$ cat src/rtl/uart_out_arbiter_pkg.sv
// Shared encodings and defaults for the UART response-channel arbiter.
package uart_out_arbiter_pkg;

  typedef enum logic [1:0] {
    ST_IDLE      = 2'd0,
    ST_ISSUE     = 2'd1,
    ST_WAIT_BUSY = 2'd2,
    ST_WAIT_DONE = 2'd3
  } arb_state_t;

  typedef enum logic {
    GRANT_CMD = 1'b0,
    GRANT_IRQ = 1'b1
  } grant_t;

  localparam logic [31:0] IRQ_STATUS_DEFAULT   = 32'h0000_0004;
  localparam int          BUSY_TIMEOUT_DEFAULT = 16;

endpackage

$ cat src/rtl/uart_out_arbiter_irq_edge_collector.sv
// Rising-edge detector on the interrupt lines that OR-accumulates enabled
// edges into a pending vector until the arbiter sends them.
module irq_edge_collector (
  input  logic        clk,
  input  logic        rst,
  input  logic        irq_en,
  input  logic [31:0] irq_vector,
  input  logic        clr,
  output logic [31:0] pend,
  output logic [31:0] rise
);

  logic [31:0] irq_prev;

  assign rise = irq_vector & ~irq_prev;

  // clr wins over same-cycle edges because the arbiter folds those into the message it sends
  always_ff @(posedge clk) begin
    if (!rst) begin
      irq_prev <= '0;
      pend     <= '0;
    end else begin
      irq_prev <= irq_vector;
      if (clr) begin
        pend <= '0;
      end else if (irq_en) begin
        pend <= pend | rise;
      end
    end
  end

endmodule

$ cat src/rtl/uart_out_arbiter.sv
// Round-robin arbiter sharing the UART I/O handler response channel between
// command responses and coalesced interrupt notifications, with busy timeout.
module uart_out_arbiter
  import uart_out_arbiter_pkg::*;
#(
  parameter logic [31:0] IRQ_STATUS   = IRQ_STATUS_DEFAULT,
  parameter int          BUSY_TIMEOUT = BUSY_TIMEOUT_DEFAULT
) (
  input  logic        clk,
  input  logic        rst,
  input  logic        cmd_valid,
  output logic        cmd_ready,
  input  logic [31:0] cmd_status,
  input  logic [31:0] cmd_address,
  input  logic [31:0] cmd_data,
  input  logic        irq_en,
  input  logic [31:0] irq_vector,
  output logic        out_en,
  output logic [31:0] out_status,
  output logic [31:0] out_address,
  output logic [31:0] out_data,
  input  logic        out_ready,
  output logic        arb_busy,
  output logic        timeout_err
);

  localparam int CNT_W = $clog2(BUSY_TIMEOUT + 1);

  arb_state_t       state;
  arb_state_t       next_state;
  grant_t           last_grant;
  logic [CNT_W-1:0] count;
  logic [31:0]      pend;
  logic [31:0]      rise;
  logic [31:0]      irq_msg;
  logic             irq_req;
  logic             cmd_grant;
  logic             irq_grant;
  logic             timeout_hit;

  irq_edge_collector u_irq (
    .clk        (clk),
    .rst        (rst),
    .irq_en     (irq_en),
    .irq_vector (irq_vector),
    .clr        (irq_grant),
    .pend       (pend),
    .rise       (rise)
  );

  assign irq_req  = |pend;
  assign irq_msg  = pend | (irq_en ? rise : 32'h0);
  assign out_en   = (state == ST_ISSUE);
  assign arb_busy = (state != ST_IDLE);

  always_ff @(posedge clk) begin
    if (!rst) begin
      state <= ST_IDLE;
    end else begin
      state <= next_state;
    end
  end

  // cmd_ready is withheld only when the interrupt side is owed its turn
  always_comb begin
    next_state  = state;
    cmd_ready   = 1'b0;
    cmd_grant   = 1'b0;
    irq_grant   = 1'b0;
    timeout_hit = 1'b0;
    case (state)
      ST_IDLE: begin
        if (rst && out_ready) begin
          cmd_ready = !(irq_req && (last_grant == GRANT_CMD));
          cmd_grant = cmd_valid && cmd_ready;
          irq_grant = irq_req && !cmd_grant;
          if (cmd_grant || irq_grant) next_state = ST_ISSUE;
        end
      end
      ST_ISSUE: next_state = ST_WAIT_BUSY;
      ST_WAIT_BUSY: begin
        if (!out_ready) begin
          next_state = ST_WAIT_DONE;
        end else if (count == CNT_W'(BUSY_TIMEOUT - 1)) begin
          timeout_hit = 1'b1;
          next_state  = ST_IDLE;
        end
      end
      ST_WAIT_DONE: begin
        if (out_ready) next_state = ST_IDLE;
      end
      default: next_state = ST_IDLE;
    endcase
  end

  always_ff @(posedge clk) begin
    if (!rst) begin
      last_grant  <= GRANT_IRQ;
      count       <= '0;
      timeout_err <= 1'b0;
      out_status  <= '0;
      out_address <= '0;
      out_data    <= '0;
    end else begin
      timeout_err <= timeout_hit;
      if (state == ST_ISSUE) begin
        count <= '0;
      end else if (state == ST_WAIT_BUSY) begin
        count <= count + 1'b1;
      end
      if (cmd_grant) begin
        out_status  <= cmd_status;
        out_address <= cmd_address;
        out_data    <= cmd_data;
        last_grant  <= GRANT_CMD;
      end else if (irq_grant) begin
        out_status  <= IRQ_STATUS;
        out_address <= '0;
        out_data    <= irq_msg;
        last_grant  <= GRANT_IRQ;
      end
    end
  end

endmodule

$ cat config.mk
export PLATFORM = sky130hd
export DESIGN_NAME = uart_out_arbiter
export DESIGN_NICKNAME = d
export VERILOG_FILES = /design/src/rtl/uart_out_arbiter_pkg.sv /design/src/rtl/uart_out_arbiter_irq_edge_collector.sv /design/src/rtl/uart_out_arbiter.sv
export SDC_FILE = /design/constraint.sdc
export NUM_CORES = 1
export LEC_CHECK = 0
export CELL_PAD_IN_SITES_DETAIL_PLACEMENT = 1
export CELL_PAD_IN_SITES_GLOBAL_PLACEMENT = 1
export CORE_AREA = 2 2 121 123
export DETAILED_ROUTE_END_ITERATION = 10
export DIE_AREA = 0 0 123 125
export DONT_BUFFER_PORTS = 1
export PLACE_DENSITY = 0.94
export SKIP_LAST_GASP = 1
export SLEW_MARGIN = 20
export SYNTH_ARGS = -nofsm -noshare
export SYNTH_HDL_FRONTEND = slang
export SYNTH_HIERARCHICAL = 1
export SYNTH_SLANG_ARGS = --single-unit
$ cat constraint.sdc
create_clock -name clk -period 5.23 [get_ports clk]
set_clock_uncertainty 0.2 [all_clocks]
set_input_delay 1.046 -clock clk [delete_from_list [all_inputs] [get_ports clk]]
set_output_delay 1.046 -clock clk [all_outputs]
set_load 0.02 [all_outputs]
After elaboration in Yosys (flattened, before gate mapping):

Cells that the tools add are included.
W data, S select, Z words.

* word-level logic and storage cells: 61
* output and inout port bits: 100
* bits in registers: 169

* bitwise logic cells: 6
* equal/unequal tests: 8
* muxes and demuxes: 22
* add/sub/neg operators: 1
* reductions and logical operators: 15

Operators by type and width (number)
* $mux W32: 7
* $or A32 B32 Y32: 2
* $and A32 B32 Y32: 1
* $not A32 Y32: 1
* $reduce_or A32 Y1: 1
* $mux W2: 5
* $mux W1: 9
* $pmux W2 S4: 1
* $ne A2 B2 Y1 const B: 3
* $add A5 B1 Y5 const B: 1
* $eq A5 B4 Y1 const B: 1
* $eq A2 B2 Y1 const B: 2
* $logic_and A1 B1 Y1: 4
* $reduce_and A4 Y1: 1
* $reduce_bool A2 Y1: 2
* $reduce_or A2 Y1: 2
* $ne A3 B3 Y1 const B: 1
* $reduce_and A3 Y1: 1
* $eq A2 B1 Y1 const B: 1
* $logic_not A1 Y1: 2
* $logic_not A2 Y1: 1
* $not A1 Y1: 2
* $logic_or A1 B1 Y1: 1

Longest topological paths before layout:

Gate-level depths: netlist of the first run.

* word-level depth: 10
* gate-level depth with buffers: 7
* gate-level depth less buffers: 6

Cells and area by module:

Netlist of the first run, hierarchy kept.

By module, submodules not included
* uart_out_arbiter: cells an instance 511, area an instance 4649.5 sq um, sequential area each 2102.0 sq um, instances 1
* irq_edge_collector: cells an instance 234, area an instance 2304.7 sq um, sequential area each 1281.2 sq um, instances 1

Worst setup path after synthesis of the first run:

No wires, ideal clock.

* kind: input -> output
* start: in rst
* end: out cmd_ready
* path slack: 2387 ps
* data required time: 3984 ps
* data arrival time: 1597 ps
* stages: 3
* buffers on the path: 1
* cells stage by stage: buf_2 -> nand3_1 -> nor2_1

* word-level cells in the longest chain between the ends: 3

RTL lines
* from (decl): RTL line uart_out_arbiter.sv:10 `input logic rst,`
* $logic_and A1 B1 Y1: RTL line uart_out_arbiter.sv:73 `if (rst && out_ready) begin`
* $mux W1: RTL line uart_out_arbiter.sv:73
* $mux W1: RTL line uart_out_arbiter.sv:71 `case (state)`
* to (decl): RTL line uart_out_arbiter.sv:12 `output logic cmd_ready,`

Every way passes these cells.

Worst setup path in the final report of the first run:

* start: reg u_irq.pend[19]
* end: out cmd_ready

* word-level cells in the longest chain between the ends: 5

RTL lines
* from (decl): RTL line uart_out_arbiter_irq_edge_collector.sv:9 `output logic [31:0] pend,`
* from (signal assigned): RTL line uart_out_arbiter_irq_edge_collector.sv:27 `pend <= pend | rise;`
* $reduce_or A32 Y1: RTL line uart_out_arbiter.sv:51 `assign irq_req = |pend;`
* $logic_and A1 B1 Y1: RTL line uart_out_arbiter.sv:74 `cmd_ready = !(irq_req && (last_grant == GRANT_CMD));`
* $logic_not A1 Y1: RTL line uart_out_arbiter.sv:74
* $mux W1: RTL line uart_out_arbiter.sv:73
* $mux W1: RTL line uart_out_arbiter.sv:71

Every way passes these cells.

==> results.toml, run 1 <==
[worst_setup_path]
worst_path_max_delay_cell = "sky130_fd_sc_hd__o21ba_2"
timing.critical_path.arrival_ns = 2.58
critPathKind = "flip-flop to output pin"
timing.critical_path.fanout_max = 34
critPathMaxStageDelay_ns = 0.56
timing.critical_path.from_type = "flip-flop"
critical_path.endpoint_type = "output pin"
critical-path-top-delay-family = "simple AND/OR/NAND/NOR gates"
path_cells = "nor4_1 -> nand4_1 -> o21ba_2 -> nor2_1"
required_time_reported_for_the_critical_path_endpoint_ns = 3.98
timing.critical_path.buf_inv = 0

[yosys]
synth.avg_cell_area_um2 = 9.33
synth-seq-cells = 169
synth.lib_cells_used.distinct = 41
syn_area_mm2 = 0.00695
ys_seq_area_frac = 0.487
yosys_warnings = 6
yosys-top-cells-area = "sky130_fd_sc_hd__dfxtp_1 49%, sky130_fd_sc_hd__nor2b_1 8.8%, sky130_fd_sc_hd__a32oi_1 7.9%"
cell_count_after_synthesis = 745
yosys.area.top_type = "sky130_fd_sc_hd__dfxtp_1"
post-synth-top-area-fraction = 0.487
syn_nets = 880

[flow_run]
max_cap_violations = 0

[timing]
setup_total_neg_slack_ns = 0
slew_headroom = 0.325
drv_slew = 0
maxClockFrequency_ghz = 0.262
period_share = 0.731
grt_setup_unrepaired = "no"
hold_viol = 0
timing_worst_slew_pin_value_ns = 1.01
finalCriticalPeriod_ns = 3.82
setup_viol_count_final = 0

[placement]
io_buffer_count = 0
dpl_cell_area_mm2 = 0.00687
detailedPlacementHpwl_mm = 13.0
place_inst = 866
gp_routability_congestion = 0.775

[power_and_ir_drop]
cellPowerDensity_mw_per_mm2 = 393
p_leak_nw = 2.58
worst_voltage_drop_across_the_vdd_grid_mv = 0.195

[die]
die_height_um = 125
effective_utilization_at_floorplan = 0.490
placement_rows = 44
boundaryPins = 233
floorplan.die_area_mm2 = 0.0154
design.core.area_mm2 = 0.0142
die_w_um = 123

[clock_network]
ctsHoldBuffers = 0
root_buf_cell = "sky130_fd_sc_hd__clkbuf_16"
cts_buffer_depth = 2
cts_resized = 0
path_clk_slew_ns = 0.06
numCtsBuffers = 17
ctsHtreeMaxLevel = 4
numClockSinks = 169
cts_post_setup_buffers_inserted = 0
clk_latency_ns = 0.42
tritoncts_clock_tree = "built"

[route]
drt_first_iter_violations = 333
via_count = 5584
wl_per_cell_um = 21.7
drt_wl_total_mm = 19.5
drc = 0
avgViaCountPerCell = 6.22
ant_nets = 0
drt_first_pass_iters = 4

[finish]
final_core_util = 0.525
insertedDiodeCount = 0
layout.cell_area.non_filler_mm2 = 0.00745
final_cell_count_no_fill = 898
final_common_cell = "sky130_fd_sc_hd__dfxtp_1"
nets = 836
final_cell_mix = "169 x sky130_fd_sc_hd__dfxtp_1, 98 x sky130_fd_sc_hd__nor2b_1, 94 x sky130_fd_sc_hd__a21oi_1"
area_growth_syn_to_layout_pct = 7.20
drive_gt1_frac = 0.0616

[run_status]
outcome = "completed"

[global_routing]
antenna_violations_before_repair = 0
via_count_of_the_first_global_routing_pass = 5827
grt.overflow.total = 0
grt_pass1_wl_mm = 30.3
total_routing_usage_reported_by_global_routing = 0.250
largest_net_degree_at_the_start_of_global_routing = 141

[worst_hold_path]
hp-class = "flip-flop to flip-flop"
cell type report:
cell class	count	area, µm²
clock inverter	10	91.3
multi-input combinational	474	3110
timing repair buffer	3	22.5
inverter	36	135
clock buffer	22	484
sequential	169	3380
fill	1574	6750
tap	184	230
state kept, by name, summed over array words and instances, names as in the netlist:
name	cells
out_data	32
out_status	32
u_irq/irq_prev	32
state	2
timeout_err	1
last_grant	1
out_address	32
count	5
u_irq/pend	32
synthesized netlist by cell type, drive strengths merged:
master and number:
dfxtp 169, nor2b 98, a21oi 96, a32oi 63, clkbuf 38, inv 36, and2 35, nor2 34
nand3b 33, o21ai 33, a32o 30, buf 28, nor4 8, nand3 6, nand2 5, nand2b 5
nor3 3, o31ai 3, a21boi 2, a221oi 2, ha 2, nand4 2, nor3b 2, o311ai 2
a211oi 1, a31oi 1, and3 1, and4bb 1, mux2 1, o211ai 1, o21ba 1, o21bai 1
o311a 1, xnor2 1
worst paths after layout:
check             slack, ns            from  cells past startpoint             to
setup / recovery       1.41  u_irq/pend[19]                      4      cmd_ready
hold / removal         0.27   u_irq/pend[7]                      2  u_irq/pend[7]
setup reg to reg       2.27  u_irq/pend[19]                      6   out_data[23]
hold reg to reg        0.27   u_irq/pend[7]                      2  u_irq/pend[7]
per-stage QoR:
step                power (mW)  hold slack [ns]  worst slack (ns)
global placement          1.71            0.248              1.90
floorplan                 1.69            0.235              2.39
detailed placement        1.74            0.259              1.82
CTS                       2.96            0.269              1.37
finish                    2.93            0.271              1.41
global route              3.04            0.288              1.28
cell families (layout without fill, tap and decap cells):
logic type | count (synthesis) | in the layout | share of synthesized area
flip-flops | 169 | 169 | 0.487
AO/OA/AOI/OAI | 237 | 237 | 0.235
adder cells (fa/ha/maj) | 2 | 2 | 0.00360
XOR/XNOR | 1 | 1 | 0.00126
buffers and inverters | 102 | 71 | 0.0704
AND/OR/NAND/NOR | 233 | 233 | 0.202
multiplexers | 1 | 1 | 0.00162
where the power goes:
| part | internal, mW | switching, mW |
|---|---|---|
| sequential | 1.36 | 0.102 |
| combinational | 0.103 | 0.147 |
| clock | 0.706 | 0.514 |
metal layers:
| layer | track usage | share of wire | up-vias |
|---|---|---|---|
| li1 | - | - | 2589 |
| met1 | 0.277 | 0.38 | 2755 |
| met2 | 0.446 | 0.52 | 199 |
| met3 | 0.0680 | 0.070 | 41 |
| met4 | 0.0989 | 0.026 | 0 |
| met5 | 0 | 0 | - |
worst register-to-register path, stage by stage (launching register included):
cell and delay (ns):
sky130_fd_sc_hd__dfxtp_1 0.32, sky130_fd_sc_hd__nor4_1 0.37, sky130_fd_sc_hd__nand4_1 0.41, sky130_fd_sc_hd__o21bai_4 0.25, sky130_fd_sc_hd__buf_4 0.78, sky130_fd_sc_hd__a21oi_1 0.21, sky130_fd_sc_hd__a32o_1 0.30
No activity file was read; power rests on OpenSTA's default activity.
==> run 2: changes to the inputs <==
- CORE_AREA: 2 2 121 123 -> 2 2 132 134
- DIE_AREA: 0 0 123 125 -> 0 0 134 136
- PLACE_DENSITY: 0.94 -> 0.85
- clock period: 5.23 -> 3.11 ns (I/O delays scaled with it)
==> run 2 against run 1 <==
  * Flip-flop and latch count did not move
  * Register-to-register slack got worse by 1.8 ns
  * Critical path depth rose by 1
  * Global-route usage fell by 5.6 points
  * Sequential share of layout area fell by 0.99 points
  * Clock power rose by 75%
  * Non-clock buffer count rose by 5
  * Largest power group unchanged
==> results.toml, run 2 (synthesis results as in run 1) <==
[run_status]
outcome = "completed"

[timing]
hold_viol = 0
fin_worst_hold_slack_ns = 0.118
setup_total_neg_slack_ns = 0
maxClockFrequency_ghz = 0.333
timing_worst_slew_pin_value_ns = 0.770
setup_viol_count_final = 0
period_share = 0.967
drv_slew = 0
finalCriticalPeriod_ns = 3.01
slew_headroom = 0.486
grt_setup_unrepaired = "no"

[clock_network]
tritoncts_clock_tree = "built"
ctsHtreeMaxLevel = 4
cts_post_setup_buffers_inserted = 0
cts_buffer_depth = 2
root_buf_cell = "sky130_fd_sc_hd__clkbuf_16"
clk_latency_ns = 0.42
path_clk_slew_ns = 0.07
numCtsBuffers = 17
ctsHoldBuffers = 0
cts_resized = 0
numClockSinks = 169

[die]
placement_rows = 48
floorplan.die_area_mm2 = 0.0182
die_w_um = 134
boundaryPins = 233
design.core.area_mm2 = 0.0169
effective_utilization_at_floorplan = 0.412
die_height_um = 136

[finish]
final_core_util = 0.452
insertedDiodeCount = 0
final_cell_count_no_fill = 944
final_common_cell = "sky130_fd_sc_hd__dfxtp_1"
layout.filler_cells = 1911
final_cell_mix = "169 x sky130_fd_sc_hd__dfxtp_1, 98 x sky130_fd_sc_hd__nor2b_1, 94 x sky130_fd_sc_hd__a21oi_1"
nets = 841
area_growth_syn_to_layout_pct = 9.59
drive_gt1_frac = 0.0695

[global_routing]
top_usage_layer = "met2"
total_routing_usage_reported_by_global_routing = 0.194
largest_net_degree_at_the_start_of_global_routing = 141
grt_pass1_wl_mm = 28.0
via_count_of_the_first_global_routing_pass = 5300
antenna_violations_before_repair = 0
grt_use_met1 = 0.239
grt_util_met3 = 0.0600
grt.overflow.total = 0
met2_usage = 0.317

[route]
drt_first_pass_iters = 4
drt_first_iter_violations = 340
wl_per_cell_um = 19.6
via_count = 5446
ant_nets = 0
drc = 0
drt_wl_total_mm = 18.5
avgViaCountPerCell = 5.77

[worst_setup_path]
critical_path.endpoint_type = "output pin"
required_time_reported_for_the_critical_path_endpoint_ns = 2.29
critPathKind = "flip-flop to output pin"
timing.critical_path.from_type = "flip-flop"
timing.critical_path.fanout_max = 5
timing.critical_path.arrival_ns = 2.19

[placement]
gp_routability_congestion = 0.733
place_inst = 912
io_buffer_count = 0
detailedPlacementHpwl_mm = 11.9

[flow_run]
max_cap_violations = 0

[power_and_ir_drop]
worst_voltage_drop_across_the_vdd_grid_mv = 0.393
cellPowerDensity_mw_per_mm2 = 658
p_leak_nw = 2.62

[worst_hold_path]
hp-class = "primary input to flip-flop"
-- run 2: cell types whose count changed in the layout (fill, tap and decap cells not counted) --
cell,delta
sky130_fd_sc_hd__buf_12,+5
sky130_fd_sc_hd__clkbuf_8,-2
sky130_fd_sc_hd__clkinv_2,-2
sky130_fd_sc_hd__clkinvlp_4,+2
sky130_fd_sc_hd__and2_2,+1
sky130_fd_sc_hd__and2_4,-1
sky130_fd_sc_hd__bufinv_16,+1
sky130_fd_sc_hd__clkbuf_1,-1
sky130_fd_sc_hd__clkinv_4,+1
sky130_fd_sc_hd__inv_6,+1
sky130_fd_sc_hd__nand2_2,+1
sky130_fd_sc_hd__nand2_4,-1
-- run 2: layer usage --
layer	wire length, µm	part of all wire
met1	8040	0.43
met2	8960	0.48
met3	1150	0.062
met4	383	0.021
met5	0	0
-- run 2: path summary, 6_finish.rpt --
check | from | end | slack (ns) | cells past startpoint
worst max-delay path | u_irq/pend[19] | cmd_ready | 0.10 | 5
worst min-delay path | irq_vector[29] | u_irq/irq_prev[29] | 0.12 | 1
worst max register to register | u_irq/pend[19] | u_irq/pend[20] | 0.45 | 6
worst min register to register | u_irq/pend[7] | u_irq/pend[7] | 0.26 | 2
-- run 2: critical path, cell delays in order (launching register included) --
cell                      delay [ns]
sky130_fd_sc_hd__dfxtp_1        0.33
sky130_fd_sc_hd__nor4_1         0.42
sky130_fd_sc_hd__nand4_1        0.41
sky130_fd_sc_hd__o21ba_2        0.34
sky130_fd_sc_hd__nor2_1         0.09
sky130_fd_sc_hd__buf_4          0.16
-- run 2: cell type report --
cell class	instances	area, µm²	area share
Inverter	36	135	0.0177
Sequential cell	169	3380	0.444
Tap cell	225	282	0.0369
Clock buffer	19	453	0.0594
Clock inverter	13	144	0.0189
Timing Repair Buffer	8	123	0.0161
Multi-Input combinational cell	474	3100	0.407
-- run 2: metrics by stage --
| stage | area [µm²] | worst slack, ns | power [mW] |
|---|---|---|---|
| after floorplan | 6950 | 0.739 | 2.84 |
| after global placement | 7020 | 0.563 | 2.91 |
| after detailed placement | 7020 | 0.451 | 2.93 |
| after CTS | 7620 | 0.0476 | 5.07 |
| after global routing | 7620 | 0.0150 | 5.22 |
| final | 7620 | 0.103 | 5.01 |
-- run 2: power breakdown --
group / switching (mW) / total (mW) / internal (mW)
clock: 0.903 / 2.13 / 1.23
sequential: 0.170 / 2.45 / 2.28
combinational: 0.236 / 0.423 / 0.187
==> run 3: changes to the inputs <==
- MAX_ROUTING_LAYER: default -> met4
==> run 3 against run 2 <==
  * Critical path depth unchanged
  * Non-clock buffer count unchanged
  * Count of clock-buffer cells in the layout unchanged
  * Combinational power about the same
  * Global-route usage increased by 0.55 points
  * Routed wire length decreased by 0.31%
  * First-iteration DRC count increased by 6.2%
  * Largest cell class unchanged
==> results.toml, run 3 (synthesis results as in run 1) <==
[run_status]
outcome = "completed"

[die]
effective_utilization_at_floorplan = 0.412
boundaryPins = 233
design.core.area_mm2 = 0.0169
floorplan.die_area_mm2 = 0.0182
die_height_um = 136
placement_rows = 48
die_w_um = 134

[clock_network]
cts_buffer_depth = 2
tritoncts_clock_tree = "built"
cts_resized = 0
clk_latency_ns = 0.42
numClockSinks = 169
numCtsBuffers = 17
ctsHoldBuffers = 0
path_clk_slew_ns = 0.07
cts_post_setup_buffers_inserted = 0
ctsHtreeMaxLevel = 4
root_buf_cell = "sky130_fd_sc_hd__clkbuf_16"

[placement]
io_buffer_count = 0
detailedPlacementHpwl_mm = 11.9
gp_routability_congestion = 0.743

[route]
route.top_layer_used = "met4"
drt_wl_total_mm = 18.5
drt_first_pass_iters = 5
dr_wl_met2_mm = 8.97
drt_first_iter_violations = 361
avgViaCountPerCell = 5.76
drc = 0
ant_nets = 0
wl_met3_mm = 1.06
wl_per_cell_um = 19.6
wirelength_met1_mm = 8.02
via_count = 5440

[finish]
final_common_cell = "sky130_fd_sc_hd__dfxtp_1"
drive_gt1_frac = 0.0695
final_cell_mix = "169 x sky130_fd_sc_hd__dfxtp_1, 98 x sky130_fd_sc_hd__nor2b_1, 94 x sky130_fd_sc_hd__a21oi_1"
insertedDiodeCount = 0
area_growth_syn_to_layout_pct = 9.59
nets = 841

[timing]
period_share = 0.966
finalCriticalPeriod_ns = 3.01
setup_viol_count_final = 0
fin_worst_hold_slack_ns = 0.118
hold_viol = 0
maxClockFrequency_ghz = 0.333
grt_setup_unrepaired = "no"
setup_total_neg_slack_ns = 0
slew_headroom = 0.489
timing_worst_slew_pin_value_ns = 0.766
drv_slew = 0

[power_and_ir_drop]
total_power_mw = 5.01
p_leak_nw = 2.62
cellPowerDensity_mw_per_mm2 = 658
worst_voltage_drop_across_the_vdd_grid_mv = 0.392

[global_routing]
antenna_violations_before_repair = 0
via_count_of_the_first_global_routing_pass = 5315
total_routing_usage_reported_by_global_routing = 0.199
grt_pass1_wl_mm = 28.0
largest_net_degree_at_the_start_of_global_routing = 141
grt.overflow.total = 0

[worst_setup_path]
critPathKind = "flip-flop to output pin"
critical_path.endpoint_type = "output pin"
timing.critical_path.fanout_max = 5
required_time_reported_for_the_critical_path_endpoint_ns = 2.29
timing.critical_path.arrival_ns = 2.18
timing.critical_path.from_type = "flip-flop"

[flow_run]
max_cap_violations = 0

[worst_hold_path]
hp-class = "primary input to flip-flop"
run 3: cell counts in the layout (fill, tap and decap cells not counted):
Identical to the previous run, type by type.
run 3: cell type report:
cell class	instances	area, µm²
clock inverter	13	144
inverter	36	135
multi-input combinational	474	3100
tap	225	282
sequential	169	3380
clock buffer	19	453
timing repair buffer	8	123
fill	1911	9260
run 3: through the flow:
step           instance area, µm²  utilization  setup slack, ns  cells
2_1_floorplan                6950            -            0.739    745
3_3_place_gp                 7020        0.416            0.563    912
3_5_place_dp                 7020        0.416            0.451    912
4_1_cts                      7620        0.452           0.0476    944
5_1_grt                      7620        0.452           0.0136    944
6_report                     7620        0.452            0.105    944
run 3: final timing paths:
kind,from,to,slack [ns],depth (start not counted)
worst min register to register,u_irq/pend[7],u_irq/pend[7],0.26,2
worst max-delay path,u_irq/pend[19],cmd_ready,0.10,5
worst max register to register,u_irq/pend[19],u_irq/pend[20],0.45,6
worst min-delay path,irq_vector[29],u_irq/irq_prev[29],0.12,1
run 3: routing by layer:
layer	global-route usage	vias to the layer above
met1	0.237	2676
met5	-	-
met4	0.0780	0
li1	-	2600
met3	0.0582	25
met2	0.318	139
run 3: critical path, cell delays in order, from the launching register on:
cell	delay, ns
sky130_fd_sc_hd__dfxtp_1	0.33
sky130_fd_sc_hd__nor4_1	0.42
sky130_fd_sc_hd__nand4_1	0.41
sky130_fd_sc_hd__o21ba_2	0.34
sky130_fd_sc_hd__nor2_1	0.09
sky130_fd_sc_hd__buf_4	0.16
run 3: where the power goes:
part	internal [mW]	total, mW	switching, mW
clock	1.23	2.14	0.903
sequential	2.28	2.45	0.169
combinational	0.187	0.422	0.235
